### src/rtl/demux_1to4.sv
// 1-to-4 demultiplexer: steers i onto the output picked by {s1,s0}, zeroing the rest.
// Optional output register stage with asynchronous active-low reset.
module demux_1to4 #(
  parameter int WIDTH   = 1,
  parameter bit REG_OUT = 1'b1
) (
  input  logic             clk,
  input  logic             rst_n,
  input  logic             en,
  input  logic             s0,
  input  logic             s1,
  input  logic [WIDTH-1:0] i,
  output logic [WIDTH-1:0] d0,
  output logic [WIDTH-1:0] d1,
  output logic [WIDTH-1:0] d2,
  output logic [WIDTH-1:0] d3,
  output logic [3:0]       sel_oh
);

  // No handshake: every clock edge (or every input change when unregistered)
  // presents a new output word; there is no valid/ready flow control.
  logic [1:0]       sel;
  logic [WIDTH-1:0] d0_d, d1_d, d2_d, d3_d;
  logic [3:0]       sel_oh_d;

  assign sel = {s1, s0};

  // An unknown select code falls to the default branch and drives all zeros.
  always_comb begin
    d0_d     = '0;
    d1_d     = '0;
    d2_d     = '0;
    d3_d     = '0;
    sel_oh_d = 4'b0000;
    if (en) begin
      case (sel)
        2'b00: begin d0_d = i; sel_oh_d = 4'b0001; end
        2'b01: begin d1_d = i; sel_oh_d = 4'b0010; end
        2'b10: begin d2_d = i; sel_oh_d = 4'b0100; end
        2'b11: begin d3_d = i; sel_oh_d = 4'b1000; end
        default: ;
      endcase
    end
  end

  generate
    if (REG_OUT) begin : g_reg
      logic [WIDTH-1:0] d0_q, d1_q, d2_q, d3_q;
      logic [3:0]       sel_oh_q;

      always_ff @(posedge clk or negedge rst_n) begin
        if (!rst_n) begin
          d0_q     <= '0;
          d1_q     <= '0;
          d2_q     <= '0;
          d3_q     <= '0;
          sel_oh_q <= 4'b0000;
        end else begin
          d0_q     <= d0_d;
          d1_q     <= d1_d;
          d2_q     <= d2_d;
          d3_q     <= d3_d;
          sel_oh_q <= sel_oh_d;
        end
      end

      assign d0     = d0_q;
      assign d1     = d1_q;
      assign d2     = d2_q;
      assign d3     = d3_q;
      assign sel_oh = sel_oh_q;
    end else begin : g_comb
      // Clock and reset play no part in the purely combinational variant.
      logic unused_clk_rst;
      assign unused_clk_rst = clk ^ rst_n;

      assign d0     = d0_d;
      assign d1     = d1_d;
      assign d2     = d2_d;
      assign d3     = d3_d;
      assign sel_oh = sel_oh_d;
    end
  endgenerate

endmodule

### config.mk
export PLATFORM = sky130hd
export DESIGN_NAME = demux_1to4
export DESIGN_NICKNAME = d
export VERILOG_FILES = /design/src/rtl/demux_1to4.sv
export SDC_FILE = /design/constraint.sdc
export NUM_CORES = 1
export LEC_CHECK = 0
export CAP_MARGIN = 20
export CORE_AREA = 2 2 39 41
export DETAILED_ROUTE_END_ITERATION = 6
export DIE_AREA = 0 0 41 43
export PLACE_DENSITY = 0.6
export SLEW_MARGIN = 10
export SYNTH_ARGS = -nofsm -noshare
export SYNTH_HDL_FRONTEND = slang
export SYNTH_SLANG_ARGS = --single-unit
### constraint.sdc
create_clock -name clk -period 0.8 [get_ports clk]
set_input_delay 0.12 -clock clk [delete_from_list [all_inputs] [get_ports clk]]
set_output_delay 0.12 -clock clk [all_outputs]
set_load 0.05 [all_outputs]
==> Word-level counts from Yosys, hierarchy flattened <==
Index checks and enable logic that the tools add are counted.
{ "op_classes": {"eq_ne": 3, "n_reduce_logical": 1, "n_mux": 10} }
{ "ops": {"columns": ["op", "count"], "rows": [
  ["case mux 4 bit (4 select lines)", 1],
  ["two-way mux 1 bit", 8],
  ["equality test 2 bit, second input constant", 2],
  ["two-way mux 4 bit", 1],
  ["equality test 2 x 1 -> 1 bit, second input constant", 1],
  ["logical NOT 2 bit", 1]
]} }
{ "word_totals": {"ff_bits": 8, "in_bits": 6, "out_inout_bits": 8, "elab_cells": 19} }

==> Depth between registers and ports, before layout <==
{ "depth": {"depth_word": 3, "mapped_depth": 1, "ltp_nobuf": 1} }

==> Worst setup path after synthesis <==
Ideal clock, no wire load.
{ "synth_path": {"kind": "register to output", "start": "register g_reg.d0_q (netlist: d0)", "end": "output d0", "n_path_buf": 0, "required_ns": 0.680, "arrival_time_ns": 0.586, "path_slack_ns": 0.094, "path_stages_with_launch": 1, "cell_sequence": "dfrtp_1"} }
{ "synth_lines": {"columns": ["item", "line_no", "source"], "rows": [
  ["start, declared", "48", "logic [WIDTH-1:0] d0_q, d1_q, d2_q, d3_q;"],
  ["start signal, assigned", "53", "d0_q <= '0;"],
  ["start signal, assigned", "59", "d0_q <= d0_d;"],
  ["end, declared", "13", "output logic [WIDTH-1:0] d0,"]
]} }
No word-level cell between the ends.

==> Worst setup path after layout <==
{ "layout_path": {"start": "register g_reg.d0_q (netlist: d0)", "end": "output d0"} }
No word-level cell between the ends.

==> parameters.txt <==
Parameter                              Value

Pwr
  Worst supply voltage drop on vdd ... 0.692 mV
  Relative contribution of the clock network to total power ... 32.9%
  Flop pwr share ... 49.3%
  Pwr Density ... 1620 mW/mm^2
  Int Power ... 669 uW
  Part of the power in combinational logic ... 17.9%
  Net switching share of the total power ... 23.3%
  Leakage power ... 0.266 nW
  Net load switching power ... 203 uW
  Total power of the final layout ... 872 uW

Setup path
  Critical Path Sink Type ... primary output
  Crit path arrival time ... 0.81 ns
  Gate family responsible for the most delay along the worst path ... flip-flops
  Critical path cell sequence ... buf_12
  Crit-path slowest cell ... sky130_fd_sc_hd__dfrtp_1
  CP Class ... reg2out
  WP data required ... 0.68 ns
  Worst setup startpoint ... d0
  Critical path startpoint category ... flop
  Total buffers and inverters traversed by the critical path ... 1
  Worst Path Max Fanout ... 1
  Critical Path Max Stage Delay ... 0.40 ns

Clock tree
  CTS H-tree depth ... 1
  Sink Count ... 8
  Setup Fix Bufs, Post-CTS ... 0
  Num CTS Buffers ... 3
  Maximum clock insertion buffer count ... 2
  Clock tree from TritonCTS ... built
  Clk slew on worst S/H paths ... 0.05 ns
  Root Buffer ... sky130_fd_sc_hd__clkbuf_4

Yosys
  Number of instances in the synthesized netlist ... 16
  Number of library cell types mapped by synthesis ... 7
  Per-instance average area after synthesis ... 17.5 sq um
  Flop and latch count out of synthesis ... 8
  Synthesized Nets ... 22
  Count of warnings emitted by yosys ... 0
  Sequential share of the synthesized area ... 71.4%
  Cell area after technology mapping ... 280 sq um

Run
  Max-capacitance violation count ... 0

Drt
  Post-route DRC ... 0
  Via count ... 192
  Wire length per cell after detailed routing ... 10.5 um
  Number of DRC markers after the initial detailed-route iteration ... 0
  Per-cell via count in the routed design ... 4.00
  First-pass detailed-route iteration total ... 1
  Final wirelength ... 503 um
  Post-route ant nets ... 0

Cells and area
  Number of filler instances in the final layout ... 124
  Final standard cell utilization of the core ... 38.8%
  Commonest cells after routing, fill and taps aside ... sky130_fd_sc_hd__dfrtp_1 (8), sky130_fd_sc_hd__buf_12 (8), sky130_fd_sc_hd__clkbuf_4 (3)
  Layout Nets ... 40
  Count of inserted antenna diode cells ... 0
  Final design instance area without fill ... 537 sq um
  Layout Area Growth over Synthesis ... 91.5%
  Post-route insts no fill ... 48
  Layout cell share with drive strength beyond 1 ... 56.3%

Floorplan
  Floorplan Core Area ... 0.00138 sq mm
  IO Pins ... 14
  Die X-Extent ... 41 um
  Die Footprint ... 0.00176 sq mm
  Std cell rows ... 14
  Initial Util ... 20.3%
  Height of the die ... 43 um

Placement
  Placement Cell Area ... 510 sq um
  Placed Instances ... 45
  Port-buffer cells ... 13
  Setup WS pre-CTS ... -0.281 ns
  Gpl congestion ... 0.679

STA
  Share of the clock period used by the worst path ... 116%
  Count of endpoints failing setup in the final report ... 8
  Final setup margin ... -0.126 ns
  Number of hold violations in the final report ... 0
  Setup repair after global routing missed its margin ... true
  Max-slew headroom ... 77.7%
  Fmax achieved ... 1.08 GHz
  Pins over their slew limit ... 0
  Actual transition at the worst max-transition pin ... 0.334 ns
  Final period demand of the worst path ... 0.926 ns

GRT
  Wire length of the first global-routing pass ... 807 um
  Via count of the first global-routing pass ... 185
  Initial antenna violation count ... 0
  Total Routing Usage GR ... 7.16%
  Largest net degree at the start of global routing ... 9
  Remaining global-route overflow ... 0

Status
  Outcome ... finished with violations
  Violations in the final reports ... setup timing

Worst hold path
  Min-delay worst type ... in2async
-- layer usage --
metal	wire length (um)	vias to the layer above	track usage, %
met5	0	-	0
met4	0	0	4.00
met3	77	0	4.71
met2	214	14	8.75
met1	212	84	9.22
li1	-	94	-
-- power by group through the flow --
stage | Sequential [mW] | Combinational (mW) | Clock (mW)
2_1_floorplan | 0.475 | 0.0146 | 0
3_3_place_gp | 0.436 | 0.157 | 0
3_5_place_dp | 0.436 | 0.160 | 0
4_1_cts | 0.429 | 0.158 | 0.306
5_1_grt | 0.430 | 0.164 | 0.316
6_report | 0.429 | 0.156 | 0.287
-- cell usage after synthesis (all sizes together) --
library cell	count	area, sq um
and3	1	7.51
and3b	2	20.0
and4	1	10.0
and4b	2	22.5
and4bb	1	12.5
dfrtp	8	200
nor3b	1	7.51
-- cells by family (layout without fill, tap and decap cells) --
logic type    after synthesis  in the layout  share of synthesized area, %
buf+inv                     0             16                             0
flops                       8              8                          71.4
simple gates                8              8                          28.6
-- final timing paths --
path,end,cells past startpoint
min in group clk,sel_oh[0],2
max in group asynchronous,d2,1
min,sel_oh[1],1
max,d0,1
-- flip-flops by register name (all words and copies together) (netlist names) --
name and cells:
d0 1, sel_oh 4, d2 1, d3 1
d1 1
-- layout make-up --
type	count	area (sq um)	area share, %
flip-flops and latches	8	200	37.3
repair buffers	13	214	39.9
multi-input cells	8	80.1	14.9
well taps	16	20.0	3.73
clock buffers	3	22.5	4.20
-- stage by stage --
step           TNS (ns)  hold slack (ns)
4_1_cts          -0.991            0.145
2_1_floorplan         0           -0.176
3_5_place_dp      -1.83            0.410
3_3_place_gp      -1.60            0.403
6_report         -0.884            0.142
5_1_grt           -1.07            0.162
-- what timing repair did --
action,4_1_cts,5_1_grt
endpoints found under the setup margin,10,12
cloned,0,0
hold endpoints to repair,0,0
hold buffers,0,0
resized for setup,1,2
No activity file was read; power rests on OpenSTA's default activity.
